[src/rtl/fetch_packet_unpacker.sv]
// Read-side unpacker: pops fetch packets from a one-entry buffer and streams instructions to decode.
// Define FETCH_UNPACK_PERF_EN to add packet-pop and redirect-drop performance counters.
module fetch_packet_unpacker #(
    parameter int unsigned        DataWidth  = 64,
    parameter int unsigned        InstrWidth = 32,
    parameter int unsigned        PcWidth    = 64,
    parameter logic [PcWidth-1:0] ResetPc    = PcWidth'(64'h8000_0000)
) (
    input  logic                  clk_i,
    input  logic                  rst_ni,
    input  logic [DataWidth-1:0]  buf_rdata_i,
    input  logic                  buf_rempty_i,
    output logic                  buf_rinc_o,
    input  logic                  jump_i,
    input  logic [PcWidth-1:0]    jump_pc_i,
    output logic [InstrWidth-1:0] instr_o,
    output logic [PcWidth-1:0]    instr_pc_o,
    output logic                  instr_valid_o,
    input  logic                  instr_ready_i
`ifdef FETCH_UNPACK_PERF_EN
    ,
    output logic [31:0]           perf_pkt_cnt_o,
    output logic [15:0]           perf_drop_cnt_o
`endif
);

    localparam int unsigned Lanes  = DataWidth / InstrWidth;
    localparam int unsigned LaneW  = (Lanes > 1) ? $clog2(Lanes) : 1;
    localparam int unsigned PcStep = InstrWidth / 8;

    logic                  pending_q, pending_d;
    logic                  pkt_valid_q, pkt_valid_d;
    logic [DataWidth-1:0]  pkt_q, pkt_d;
    logic [LaneW-1:0]      lane_q, lane_d;
    logic [PcWidth-1:0]    pc_q, pc_d;

    logic [DataWidth-1:0]  source_s;
    logic [InstrWidth-1:0] instr_s;
    logic [LaneW-1:0]      jump_lane_s;
    logic                  held_s;
    logic                  last_lane_s;
    logic                  fire_s;
    logic                  unused_jump_lsb_s;

    // A packet read last cycle is consumed straight off the bus so streaming has no bubble.
    always_comb begin
        source_s = pending_q ? buf_rdata_i : pkt_q;
        instr_s  = {InstrWidth{1'b0}};
        for (int i = 0; i < Lanes; i++) begin
            if (lane_q == LaneW'(i)) begin
                instr_s = source_s[i*InstrWidth +: InstrWidth];
            end else begin
                instr_s = instr_s;
            end
        end
    end

    assign held_s            = pending_q | pkt_valid_q;
    assign last_lane_s       = (lane_q == LaneW'(Lanes - 1));
    assign instr_valid_o     = held_s & ~jump_i;
    assign fire_s            = instr_valid_o & instr_ready_i;
    assign instr_o           = instr_s;
    assign instr_pc_o        = pc_q;
    assign jump_lane_s       = (Lanes > 1) ? jump_pc_i[2 +: LaneW] : {LaneW{1'b0}};
    assign unused_jump_lsb_s = ^jump_pc_i[1:0];

    // Reset gating keeps the pop request quiet while the block is held in reset.
    assign buf_rinc_o = rst_ni & ~buf_rempty_i & ~jump_i & (~held_s | (last_lane_s & fire_s));

    // Next-state logic; a redirect overrides every other event in the cycle.
    always_comb begin
        pending_d   = pending_q;
        pkt_valid_d = pkt_valid_q;
        pkt_d       = pkt_q;
        lane_d      = lane_q;
        pc_d        = pc_q;
        if (jump_i) begin
            pending_d   = 1'b0;
            pkt_valid_d = 1'b0;
            pc_d        = {jump_pc_i[PcWidth-1:2], 2'b00};
            lane_d      = jump_lane_s;
        end else begin
            pending_d = buf_rinc_o;
            if (fire_s) begin
                pc_d   = pc_q + PcWidth'(PcStep);
                lane_d = last_lane_s ? {LaneW{1'b0}} : lane_q + LaneW'(1);
            end else begin
                pc_d   = pc_q;
                lane_d = lane_q;
            end
            if (pending_q && !(fire_s && last_lane_s)) begin
                pkt_d       = buf_rdata_i;
                pkt_valid_d = 1'b1;
            end else if (fire_s && last_lane_s) begin
                pkt_valid_d = 1'b0;
            end else begin
                pkt_valid_d = pkt_valid_q;
            end
        end
    end

    // Unpacker state registers.
    always_ff @(posedge clk_i or negedge rst_ni) begin
        if (!rst_ni) begin
            pending_q   <= 1'b0;
            pkt_valid_q <= 1'b0;
            pkt_q       <= {DataWidth{1'b0}};
            lane_q      <= {LaneW{1'b0}};
            pc_q        <= ResetPc;
        end else begin
            pending_q   <= pending_d;
            pkt_valid_q <= pkt_valid_d;
            pkt_q       <= pkt_d;
            lane_q      <= lane_d;
            pc_q        <= pc_d;
        end
    end

`ifdef FETCH_UNPACK_PERF_EN
    logic [31:0] pkt_cnt_q, pkt_cnt_d;
    logic [15:0] drop_cnt_q, drop_cnt_d;

    // Pop count wraps; drop count saturates and only counts redirects that discard something.
    always_comb begin
        pkt_cnt_d  = pkt_cnt_q;
        drop_cnt_d = drop_cnt_q;
        if (buf_rinc_o) begin
            pkt_cnt_d = pkt_cnt_q + 32'd1;
        end else begin
            pkt_cnt_d = pkt_cnt_q;
        end
        if (jump_i && held_s && (drop_cnt_q != 16'hFFFF)) begin
            drop_cnt_d = drop_cnt_q + 16'd1;
        end else begin
            drop_cnt_d = drop_cnt_q;
        end
    end

    // Performance counter registers.
    always_ff @(posedge clk_i or negedge rst_ni) begin
        if (!rst_ni) begin
            pkt_cnt_q  <= 32'd0;
            drop_cnt_q <= 16'd0;
        end else begin
            pkt_cnt_q  <= pkt_cnt_d;
            drop_cnt_q <= drop_cnt_d;
        end
    end

    assign perf_pkt_cnt_o  = pkt_cnt_q;
    assign perf_drop_cnt_o = drop_cnt_q;
`endif

endmodule
[config.mk]
export PLATFORM = sky130hd
export DESIGN_NAME = fetch_packet_unpacker
export DESIGN_NICKNAME = d
export VERILOG_FILES = /design/src/rtl/fetch_packet_unpacker.sv
export SDC_FILE = /design/constraint.sdc
export NUM_CORES = 1
export LEC_CHECK = 0
export BUFFER_PORTS_ARGS = -buffer_cell sky130_fd_sc_hd__buf_2
export CORE_MARGIN = 2
export CORE_UTILIZATION = 31
export CTS_BUF_LIST = sky130_fd_sc_hd__clkbuf_4
export DETAILED_ROUTE_END_ITERATION = 6
export GPL_TIMING_DRIVEN = 0
export MAX_ROUTING_LAYER = met4
export SYNTH_ARGS = -nofsm -noshare
export SYNTH_HDL_FRONTEND = slang
export SYNTH_SLANG_ARGS = --single-unit
[constraint.sdc]
create_clock -name clk_i -period 3.18 [get_ports clk_i]
set_input_delay 0.318 -clock clk_i [delete_from_list [all_inputs] [get_ports clk_i]]
set_output_delay 0.318 -clock clk_i [all_outputs]
set_load 0.03 [all_outputs]
Yosys cells after proc, flatten, opt, wreduce, memory -nomap -nowiden
Index checks and enable logic that the tools add are counted.
{"block": "word_totals", "ff_bits": 131, "latch_bits": 0, "ramBits": 0, "mem_bits_ro": 0, "output_inout_bits": 98, "mem_count": 0}
{"block": "classes", "n_addsub": 2, "n_mul": 0, "div_mod_pow": 0, "n_lt_le_gt_ge": 0, "eq_ne": 0, "shift": 0, "mux": 11, "n_bitwise": 11, "reduce_logical": 6}
{"cell": "two-way mux 64 bit", "count": 3}
{"cell": "adder 64 x 3 -> 64 bit (second input constant)", "count": 1}
{"cell": "two-way mux 32 bit", "count": 1}
{"cell": "two-way mux 1 bit", "count": 7}
{"cell": "bitwise AND 1 bit", "count": 6}
{"cell": "inverter 1 bit", "count": 3}
{"cell": "nonzero test 3 bit", "count": 1}
{"cell": "logical AND 1 bit", "count": 2}
{"cell": "OR 1 bit", "count": 2}
{"cell": "AND reduction 2 bit", "count": 1}
{"cell": "nonzero test 2 bit", "count": 1}
{"cell": "adder 1 bit (second input constant)", "count": 1}
{"cell": "zero test 1 bit", "count": 1}

Logic depth before layout (Yosys ltp)
Gate-level depths: netlist (run 1).
{"block": "logic_depth", "depth_word": 8, "depth_mapped": 7}

Worst setup path after synthesis (run 1)
Ideal clock, no wire load.
{"block": "synth_timing", "kind": "register to register", "startpoint": "register pc_q[38] (netlist: instr_pc_o[38])", "endpoint": "register pc_q[63] (netlist: instr_pc_o[63])", "setup_time_ps": 125, "arrival_time_ps": 2419, "required_time_ps": 3055, "setup_slack_ps": 636, "path_stages_with_launch": 6, "path_buffers": 0, "synth_period_minus_slack_ps": 2544, "path_cell_list": "dfrtp_1 nand3_1 or3_1 or4b_2 nor4_1 mux2_2"}
{"block": "synth_via", "elab_chain_len": 3}
{"element": "start: declaration", "line_no": "35", "rtl": "logic [PcWidth-1:0] pc_q, pc_d;"}
{"element": "start signal: assignment", "line_no": "109", "rtl": "pc_q <= ResetPc;"}
{"element": "start signal: assignment", "line_no": "115", "rtl": "pc_q <= pc_d;"}
{"element": "adder 64 x 3 -> 64 bit", "line_no": "85", "rtl": "pc_d = pc_q + PcWidth'(PcStep);"}
{"element": "two-way mux 64 bit", "line_no": "84", "rtl": "if (fire_s) begin"}
{"element": "two-way mux 64 bit", "line_no": "77", "rtl": "if (jump_i) begin"}
No other way between the ends. The select of a mux whose other input is x is not followed.
A chain may end at the register's enable or synchronous reset.

Worst setup path after layout (run 1)
{"block": "layout_timing", "startpoint": "register pc_q[2] (netlist: instr_pc_o[2])", "endpoint": "register pc_q[56] (netlist: instr_pc_o[56])"}
The elaborated chain is that of the path after synthesis.

==> reports/qor.txt, run 1 <==
Post-synth cell types: 55
Setup slack after layout: 0.0277 ns
Ranking of synthesized cells by area: dfrtp_1 (45%), mux2_2 (10%), mux4_2 (10%)
FP Rows: 55
Via count: 6993
Status: finished clean
Layout cell share with drive strength beyond 1: 36.3%
Clk sinks: 129
Yosys reg bits: 129
Setup slack at placement: 0.105 ns
Crit path max fanout: 7
Length of the first detailed-routing pass in iterations: 5
Synth warn: 0
Period utilisation layout: 99.1%
Die Wd: 156 um
Crit path largest cell delay: 0.76 ns
Area share of the largest cell type after synthesis: 44.7%
Number of max-cap violations: 0
Largest net degree at the start of global routing: 77
Total GRT Usage: 21.4%
WP data required: 3.61 ns
Post-Synthesis Cell Area: 7160 sq um
Antenna-violating nets left: 0
Count leader, synth: dfrtp_1
1st-iter DRT viols: 486
Vias in the first global route: 6956
RSZ-0062 raised after global routing: yes
Top achievable clock speed: 317 MHz
Max H-tree Level: 4
FF-to-FF path depth: 6
Layout Skew: 0.0287 ns
Post-synth EDFFs: 0
DIE AREA: 24300 sq um
Final Hold Vio Count: 0
Die height: 156 um
Final net count: 1151
CP cell instances: ha_1, nand4_1, nor4_2, nand4_1, o31a_1, o31a_1
Total wire length: 25300 um
DRC: 0
Slew @ Worst Pin: 1.14 ns
CP endpoint kind: flip-flop
CTS Root Cell: clkbuf_4
Synth Flop Type: dfrtp_1
Synth async-reset ratio: 100%
Reg2Reg Capture Point: instr_pc_o[56]$_DFFE_PN0P_
P per Cell Area: 498 nW/um^2
CTS tree: done
IO Port Bufs: 225
Placeable Area: 22600 sq um
Mapped Cells: 656
Total congestion overflow: 0
Clk slew on worst S/H paths: 0.14 ns
Syn Area/Cell: 10.9 sq um
Slew Viols, Final: 0
Final min period: 3.15 ns
Io pins: 231
Hold/Removal Path Class: in2reg
Sequential share of the synthesized area: 45.1%
CTS Buf Count: 17
Initial Util: 31.6%
Slew Limit Headroom: 23.3%
Area of the multi-input gates: 3740 sq um
FF/Latch Area: 3230 sq um
Post-detailed-route wirelength per cell: 19.2 um
Routability cong.: 0.882
Crit path DAT: 3.58 ns
Crit Path Category: reg2reg
Clk_lat worst skew: 0.54 ns
Max clock buf depth: 2
Start point of the critical path: instr_pc_o[2]$_DFFE_PN0P_
Critical R2R Launch: instr_pc_o[2]$_DFFE_PN0P_
FILL cells: 2160
Initial antenna violation count: 2
CP max-delay cell: nor4_2
Post-DP HPWL: 17900 um
Critical Path End: instr_pc_o[56]$_DFFE_PN0P_
Area growth syn-to-layout: 41.5%
Hold_ws: 0.0548 ns
Worst VDD drop: 0.234 mV
Vias per cell: 5.31
Register-to-register setup slack: 0.03 ns
Synth top cells by count: dfrtp_1 (128), mux2_2 (66), nand2_1 (62)
First-pass GRT wire length: 38800 um
Cell taking the most area after synthesis: dfrtp_1
Worst Setup Start Kind: flip-flop
Final setup fails: 0
Leakage: 0.00428 uW
## routing by layer
layer  GRT usage (%)  routed length (um)  vias up
met5               -                   0        -
met4            6.95                 666        0
met3            4.67                1740       50
met2            35.4               12300      292
met1            26.2               10600     3406
li1                -                   -     3245
## cell families after synthesis
kind of cell | count (synthesis) | synth area share [%]
XOR/XNOR | 25 | 3.06
other | 1 | 0.0524
AND/OR/NAND/NOR | 259 | 19.2
multiplexers | 104 | 21.3
adder cells (fa/ha/maj) | 1 | 0.175
AO/OA/AOI/OAI | 92 | 8.46
flip-flops | 129 | 45.1
buffers and inverters | 45 | 2.71
## worst max-delay path: cells and delay by family (launching register included)
family / cells / cell delay (ns)
DFF: 1 / 0.53
adders and majority gates: 1 / 0.27
and+or+nand+nor: 3 / 1.58
AOI/OAI and AO/OA: 2 / 0.66
## cell type report
cell class	count	share of cell area [%]
multi-input combinational	483	36.9
buffer	35	1.61
clock buffer	17	1.26
sequential	129	31.9
tap	285	3.52
inverter	10	0.371
timing repair buffer	341	22.8
clock inverter	15	1.59
antenna	2	0.0494
## through the flow
stage	power [uW]	setup TNS, ns	instances	utilization (%)	cell area (sq um)
2_1_floorplan	3230	0	657	-	7160
3_3_place_gp	3700	-18.37	1167	38.2	8650
3_5_place_dp	3750	0	1168	38.3	8680
4_1_cts	5070	0	1313	44.6	10100
5_1_grt	5300	-0.684	1317	44.7	10100
6_report	5040	0	1317	44.7	10100
## placed cells by master, fill, tap and decap left out, types with 5 or more instances in the layout
| cell type | netlist | final |
|---|---|---|
| nand4_1 | 43 | 43 |
| mux2_2 | 66 | 66 |
| buf_2 | 2 | 226 |
| o21ai_0 | 34 | 34 |
| a22oi_1 | 6 | 6 |
| inv_8 | 0 | 5 |
| mux2i_1 | 6 | 6 |
| inv_6 | 0 | 6 |
| o31ai_1 | 6 | 6 |
| or4_1 | 11 | 11 |
| dlygate4sd3_1 | 0 | 115 |
| nor2_1 | 36 | 36 |
| xor2_1 | 16 | 16 |
| xnor2_1 | 9 | 9 |
| nand3_1 | 33 | 33 |
| dfrtp_1 | 128 | 128 |
| clkbuf_4 | 0 | 17 |
| o31a_1 | 5 | 5 |
| or3_1 | 11 | 11 |
| nor4_1 | 17 | 17 |
| nor2b_1 | 6 | 6 |
| a31oi_1 | 18 | 18 |
| inv_1 | 8 | 8 |
| mux4_2 | 32 | 32 |
| nor3_1 | 18 | 18 |
| a21oi_1 | 5 | 5 |
| clkbuf_1 | 25 | 25 |
| nand2_1 | 62 | 62 |
## how the worst min path moves through the flow
stage,startpoint,cells after the start,to,slack [ns]
floorplan,rst_ni,0,instr_pc_o[10]$_DFFE_PN0P_,0.02
global placement,pkt_q[57]$_DFFE_PN0P_,1,pkt_q[57]$_DFFE_PN0P_,0.48
detailed placement,rst_ni,1,pkt_q[10]$_DFFE_PN0P_,0.32
CTS,buf_rdata_i[39],2,pkt_q[39]$_DFFE_PN0P_,0.0006
global route,buf_rdata_i[2],2,pkt_q[2]$_DFFE_PN0P_,-0.009
finish,instr_ready_i,2,pkt_valid_q$_DFFE_PN0P_,0.05
## sequential cells by signal, summed over array words and instances, names as in the netlist
signal       count
pkt_q           64
pkt_valid_q      1
instr_pc_o      62
lane_q           1
pending_q        1
## report_power, final
group | internal, uW | total (uW) | switching, uW | leakage [uW]
registers | 1940 | 2170 | 230 | 0.00154
clock network | 428 | 1200 | 768 | 0.000150
logic | 747 | 1680 | 929 | 0.00259
total | 3120 | 5040 | 1930 | 0.00428
## timing repair
item	4_1_cts	5_1_grt
hold buffers	113	2
endpoints found under the hold margin	167	2
gates resized for setup	0	1
setup endpoints to repair	0	11
buffers inserted	0	0
Power figures use the tool's default switching activity.
==> run 2: changes to the inputs <==
CORE_UTILIZATION = 53   (was 31)
PLACE_DENSITY = 0.83   (was unset)
==> run 2 against run 1 <==
Against the previous run:
- utilization rose by 30 points
- clock-buffer cell count rose by 1
- the flow now finishes with violations (DRC)
- critical path type is now reg2out
- highest routed layer unchanged
- flip-flop and latch count did not move
- sequential share of layout area rose by 0.58 points
- combinational power barely moved
- critical endpoint is now instr_o[14]
- register-to-register slack improved by 0.20 ns
- largest power group unchanged
==> reports/qor.txt, run 2 (synthesized netlist as in run 1, its figures left out) <==
Status: complete, but fails checks (was finished clean)
Violated checks: DRC
Clk sinks: 129 (unchanged)
Largest net degree at the start of global routing: 73 (was 77)
Final net count: 1140 (was 1151)
P per Cell Area: 531 nW/um^2 (was 498 nW/um^2)
Slew @ Worst Pin: 1.05 ns (was 1.14 ns)
Initial Util: 54.1% (was 31.6%)
Max reg flops: 64 (unchanged)
Max clock buf depth: 2 (unchanged)
First-pass GRT wire length: 39700 um (was 38800 um)
Clk slew on worst S/H paths: 0.12 ns (was 0.14 ns)
Layout cell share with drive strength beyond 1: 36.7% (was 36.3%)
Largest Register: pkt_q (unchanged)
Post-Place Cell Area: 8540 sq um (was 8680 sq um)
Worst Setup Start Kind: flip-flop (unchanged)
FP Rows: 42 (was 55)
Length of the first detailed-routing pass in iterations: 7 (was 5)
DIE AREA: 14500 sq um (was 24300 sq um)
Initial antenna violation count: 1 (was 2)
Setup slack after layout: 0.226 ns (was 0.0277 ns)
RSZ-0062 raised after global routing: no (was yes)
Total congestion overflow: 0 (unchanged)
Post-CTS Setup Bufs: 0 (unchanged)
Final setup fails: 0 (unchanged)
Leading cell type in the layout, fill and taps excluded: buf_2 (unchanged)
Layout Skew: 0.0242 ns (was 0.0287 ns)
Slew Viols, Final: 0 (unchanged)
1st-iter DRT viols: 913 (was 486)
Final Hold Vio Count: 0 (unchanged)
Antenna-violating nets left: 0 (unchanged)
CTS tree: done (unchanged)
Top achievable clock speed: 338 MHz (was 317 MHz)
Area growth syn-to-layout: 39.0% (was 41.5%)
FF-to-FF path depth: 6 (unchanged)
Vias per cell: 6.26 (was 5.31)
Max H-tree Level: 4 (unchanged)
Clk_lat worst skew: 0.58 ns (was 0.54 ns)
Hold path start: buf_rdata_i[3] (was instr_ready_i)
Vias in the first global route: 7423 (was 6956)
CP endpoint kind: output port (was flip-flop)
Die Wd: 120 um (was 156 um)
Worst VDD drop: 0.249 mV (was 0.234 mV)
Post-detailed-route wirelength per cell: 21.4 um (was 19.2 um)
Core Util, Final: 75.1% (was 44.7%)
Critical R2R Launch: instr_pc_o[2]$_DFFE_PN0P_ (unchanged)
Io pins: 231 (unchanged)
Die height: 120 um (was 156 um)
Hold_ws: 0.0212 ns (was 0.0548 ns)
Crit path DAT: 2.64 ns (was 3.58 ns)
Total power: 5290 uW (was 5040 uW)
Routability cong.: 0.955 (was 0.882)
Number of max-cap violations: 0 (unchanged)
Final min period: 2.95 ns (was 3.15 ns)
Via count: 7490 (was 6993)
CTS Root Cell: clkbuf_4 (unchanged)
Hold/Removal Path Class: in2reg (unchanged)
Setup slack at placement: 0.201 ns (was 0.105 ns)
IO Port Bufs: 225 (unchanged)
CTS Buf Count: 17 (unchanged)
FILL cells: 876 (was 2160)
Slew Limit Headroom: 29.2% (was 23.3%)
Period utilisation layout: 92.9% (was 99.1%)
Leakage: 0.00429 uW (was 0.00428 uW)
Total GRT Usage: 36.9% (was 21.4%)
Total wire length: 25600 um (was 25300 um)
Placeable Area: 13200 sq um (was 22600 sq um)
Final instance area: 9950 sq um (was 10100 sq um)
WP data required: 2.86 ns (was 3.61 ns)
Crit path max fanout: 10 (was 7)
DRC: 8 (was 0)
Crit Path Category: reg2out (was reg2reg)
Start point of the critical path: pending_q$_DFF_PN0_ (was instr_pc_o[2]$_DFFE_PN0P_)
Commonest cells after routing, fill and taps aside: buf_2 (226), dfrtp_1 (128), dlygate4sd3_1 (104), mux2_2 (66), nand2_1 (62) (was buf_2 (226), dfrtp_1 (128), dlygate4sd3_1 (115), mux2_2 (66), nand2_1 (62))
Cell depth of the worst hold path: 2 (unchanged)
Post-DP HPWL: 16100 um (was 17900 um)
==> run 2: cell count changes in the layout (fill, tap and decap cells not counted), sizes merged <==
cell,delta
inv,-9
dlygate4sd3,-11
bufinv,+4
diode,-1
clkinv,+4
clkdlybuf4s15,-1
buf,+1
clkbuf,+1
==> run 2: metal layers <==
metal / global-route usage, % / vias to the layer above / wire [um]
met1: 44.1 / 3570 / 9510
li1: - / 3224 / -
met4: 17.7 / 0 / 1100
met5: - / - / 0
met3: 8.44 / 107 / 2690
met2: 59.8 / 589 / 12300
==> run 2: final timing paths <==
check | end | slack [ns]
min reg2reg | pkt_q[35]$_DFFE_PN0P_ | 0.52
max in group asynchronous | pkt_q[28]$_DFFE_PN0P_ | 2.13
min in group asynchronous | pkt_q[0]$_DFFE_PN0P_ | 0.32
max reg2reg | instr_pc_o[48]$_DFFE_PN0P_ | 0.23
min | pkt_q[3]$_DFFE_PN0P_ | 0.02
max | instr_o[14] | 0.23
==> run 2: timing repair <==
item | CTS | global route
gates resized for setup | 0 | 2
hold endpoints to repair | 161 | 0
hold buffers | 104 | 0
endpoints found under the setup margin | 0 | 2
==> run 2: critical path, cell delays in order, from the launching register on <==
cell and delay (ns):
dfrtp_1 0.33, buf_2 0.25, buf_1 0.67, mux4_2 0.63, buf_2 0.20
==> run 2: power by group <==
group	internal, uW	leakage, uW	switching (uW)
Clock	709	0.000179	666
Sequential	1940	0.00154	271
Combinational	740	0.00256	957
Total	3390	0.00429	1890
==> run 2: through the flow <==
stage | instances | TNS [ns]
CTS | 1195 | 0
floorplan | 657 | 0
global placement | 1058 | -0.522
global route | 1196 | 0
finish | 1196 | 0
detailed placement | 1059 | 0
==> run 2: cell type report <==
type                            instances  area [sq um]  share of cell area [%]
Buffer                                 35           156                    1.57
Inverter                               10          37.5                   0.377
Timing Repair Buffer                  330          2200                    22.1
Sequential cell                       129          3230                    32.5
Clock inverter                         14           210                    2.11
Multi-Input combinational cell        483          3760                    37.8
Antenna cell                            1          2.50                  0.0252
Clock buffer                           18           135                    1.36
Tap cell                              176           220                    2.21
==> run 3: changes to the inputs <==
ABC_AREA = 1   (was unset)
CORE_UTILIZATION = 55   (was 53)
==> run 3 against run 2 <==
Against the previous run:
- the flow now finishes without violations
- die area grew 13%
- clock skew is essentially flat
- flip-flop and latch count did not move
- clock-buffer cell count unchanged
- critical endpoint is now instr_o[22]
- sequential share of layout area fell by 1.9 points
- total power is 6.2% lower
- fmax grew 3.8%
==> reports/qor.txt, run 3 <==
FP Rows: 45 (was 42)
Cts repair resizes: 0 (unchanged)
Post-Layout Cell Count: 1733 (was 1196)
Routed wl met2: 14800 um (was 12300 um)
CP max-delay cell: clkbuf_1 (was buf_1)
Clk slew on worst S/H paths: 0.11 ns (was 0.12 ns)
Crit path largest cell delay: 0.41 ns (was 0.67 ns)
First-pass GRT wire length: 49100 um (was 39700 um)
CTS Root Cell: clkbuf_4 (unchanged)
Count leader, synth: nand2_1 (was dfrtp_1)
Largest net degree at the start of global routing: 96 (was 73)
CTS tree: done (unchanged)
Slew Viols, Final: 0 (unchanged)
FILL cells: 1331 (was 876)
Max reg flops: 64 (unchanged)
Worst VDD drop: 0.316 mV (was 0.249 mV)
Synth top cells by count: nand2_1 (372), nor2_1 (182), dfrtp_1 (128) (was dfrtp_1 (128), mux2_2 (66), nand2_1 (62))
Setup slack after layout: 0.334 ns (was 0.226 ns)
Length of the first detailed-routing pass in iterations: 5 (was 7)
Ranking of synthesized cells by area: dfrtp_1 (38%), nand2_1 (17%), nor2_1 (8.1%) (was dfrtp_1 (45%), mux2_2 (10%), mux4_2 (10%))
P per Cell Area: 470 nW/um^2 (was 531 nW/um^2)
Final setup fails: 0 (unchanged)
Routed length on met1: 13100 um (was 9510 um)
Post-detailed-route wirelength per cell: 18.7 um (was 21.4 um)
CP cell instances: buf_4, inv_1, buf_2, clkbuf_1, a21oi_1, a21oi_1, buf_2 (was buf_2, buf_1, mux4_2, buf_2)
Clk sinks: 129 (unchanged)
Io pins: 231 (unchanged)
Post-synth EDFFs: 0 (unchanged)
CP endpoint kind: output port (unchanged)
Leakage: 0.00537 uW (was 0.00429 uW)
Vias per cell: 5.71 (was 6.26)
WP data required: 2.86 ns (about the same)
Total GRT Usage: 40.1% (was 36.9%)
Largest Register: pkt_q (unchanged)
Syn Area/Cell: 6.82 sq um (was 10.9 sq um)
Post-synth cell types: 43 (was 55)
Final min period: 2.85 ns (was 2.95 ns)
Synth warn: 0 (unchanged)
Top achievable clock speed: 351 MHz (was 338 MHz)
Post-Synthesis Cell Area: 8430 sq um (was 7160 sq um)
Area share of the largest cell type after synthesis: 38.0% (was 44.7%)
Number of max-cap violations: 0 (unchanged)
Hold/Removal Path Class: in2reg (unchanged)
Slew @ Worst Pin: 0.885 ns (was 1.05 ns)
IO Port Bufs: 225 (unchanged)
Yosys reg bits: 129 (unchanged)
Final net count: 1667 (was 1140)
DRC: 0 (was 8)
1st-iter DRT viols: 1077 (was 913)
Crit path DAT: 2.53 ns (was 2.64 ns)
Register-to-register setup slack: 0.98 ns (was 0.23 ns)
Max H-tree Level: 4 (unchanged)
Sequential share of the synthesized area: 38.3% (was 45.1%)
Total congestion overflow: 0 (unchanged)
DIE AREA: 16300 sq um (was 14500 sq um)
Total power: 4960 uW (was 5290 uW)
Antenna-violating nets left: 0 (unchanged)
Critical R2R Launch: instr_pc_o[3]$_DFFE_PN0P_ (was instr_pc_o[2]$_DFFE_PN0P_)
Leading cell type in the layout, fill and taps excluded: nand2_1 (was buf_2)
Placeable Area: 15100 sq um (was 13200 sq um)
Synth async-reset ratio: 100% (unchanged)
Layout Skew: 0.0241 ns (was 0.0242 ns)
Hold path start: jump_pc_i[63] (was buf_rdata_i[3])
Total wire length: 32400 um (was 25600 um)
Mapped Cells: 1235 (was 656)
RSZ-0062 raised after global routing: no (unchanged)
Initial antenna violation count: 0 (was 1)
Commonest cells after routing, fill and taps aside: nand2_1 (372), buf_2 (235), nor2_1 (182), dfrtp_1 (128), a21oi_1 (107) (was buf_2 (226), dfrtp_1 (128), dlygate4sd3_1 (104), mux2_2 (66), nand2_1 (62))
Routability cong.: 0.983 (was 0.955)
Setup slack at placement: 0.924 ns (was 0.201 ns)
Period utilisation layout: 89.5% (was 92.9%)
Crit path max fanout: 10 (unchanged)
Max clock buf depth: 2 (unchanged)
Post-CTS Setup Bufs: 0 (unchanged)
CTS Buf Count: 17 (unchanged)
Synth Flop Type: dfrtp_1 (unchanged)
Area growth syn-to-layout: 25.2% (was 39.0%)
Core Util, Final: 69.9% (was 75.1%)
Slew Limit Headroom: 41.0% (was 29.2%)
Cell taking the most area after synthesis: dfrtp_1 (unchanged)
# diodes: 0 (was 1)
Post-Place Cells: 1650 (was 1059)
Post-DP HPWL: 23400 um (was 16100 um)
Die Wd: 128 um (was 120 um)
Final Hold Vio Count: 0 (unchanged)
Worst Setup Start Kind: flip-flop (unchanged)
Status: finished clean (was complete, but fails checks)
Clk_lat worst skew: 0.57 ns (was 0.58 ns)
Layout cell share with drive strength beyond 1: 20.6% (was 36.7%)
Initial Util: 55.8% (was 54.1%)
Die height: 128 um (was 120 um)
Via count: 9895 (was 7490)
Crit Path Category: reg2out (unchanged)
Max Used Layer: met4 (unchanged)
Wire length on met3: 3230 um (was 2690 um)
Vias in the first global route: 9154 (was 7423)
Start point of the critical path: pending_q$_DFF_PN0_ (unchanged)
==> run 3: final cells by class <==
| class | instances | area [sq um] | area share (%) |
|---|---|---|---|
| Buffer | 56 | 292 | 2.76 |
| Sequential cell | 129 | 3230 | 30.6 |
| Tap cell | 188 | 235 | 2.23 |
| Clock buffer | 18 | 135 | 1.28 |
| Multi-Input combinational cell | 942 | 4500 | 42.6 |
| Clock inverter | 13 | 72.6 | 0.688 |
| Inverter | 109 | 412 | 3.90 |
| Timing Repair Buffer | 278 | 1680 | 15.9 |
==> run 3: cells by family (layout without fill, tap and decap cells) <==
family | Yosys count | in the layout | share of synthesized area (%)
flip-flops | 129 | 129 | 38.3
AO/OA/AOI/OAI | 246 | 246 | 15.5
XOR/XNOR | 3 | 3 | 0.312
multiplexers | 32 | 32 | 5.43
AND/OR/NAND/NOR | 658 | 658 | 31.9
buffers and inverters | 165 | 474 | 8.35
other | 1 | 2 | 0.0445
adder cells (fa/ha/maj) | 1 | 1 | 0.148
==> run 3: final timing paths <==
check / endpoint / cells past startpoint
max: instr_o[22] / 7
min: instr_pc_o[63]$_DFFE_PN0P_ / 3
max reg2reg: instr_pc_o[52]$_DFFE_PN0P_ / 10
min reg2reg: pkt_q[61]$_DFFE_PN0P_ / 1
max in group asynchronous: instr_pc_o[43]$_DFFE_PN0P_ / 3
min in group asynchronous: instr_pc_o[11]$_DFFE_PN0P_ / 2
==> run 3: what timing repair did <==
| action | in CTS | in global routing |
|---|---|---|
| hold endpoints to repair | 79 | 7 |
| hold buffers | 45 | 7 |
| setup endpoints to repair | 0 | 0 |
==> run 3: worst max-delay path, delay by kind of cell (launching register included) <==
kind	cells	cell delay, ns
AO/OA/AOI/OAI	2	0.38
buffers and inverters	5	1.22
flip-flops	1	0.37
==> run 3: power by group <==
group / internal, uW / switching (uW) / total, uW
combinational: 646 / 1120 / 1770
sequential: 1940 / 300 / 2240
clock: 297 / 656 / 953
==> run 3: metrics by stage <==
step	hold WS (ns)	TNS (ns)	area (sq um)
after detailed placement	0.240	0	9820
after floorplan	0.0224	0	8430
after CTS	0.000127	0	10500
final	0.0160	0	10600
after global placement	0.471	-0.508	9790
after global routing	0.000963	0	10600
==> run 3: metal layers <==
layer / up-vias / track usage [%]
li1: 4605 / -
met1: 4536 / 53.5
met2: 643 / 61.4
met3: 111 / 6.51
met4: 0 / 16.1
met5: - / -
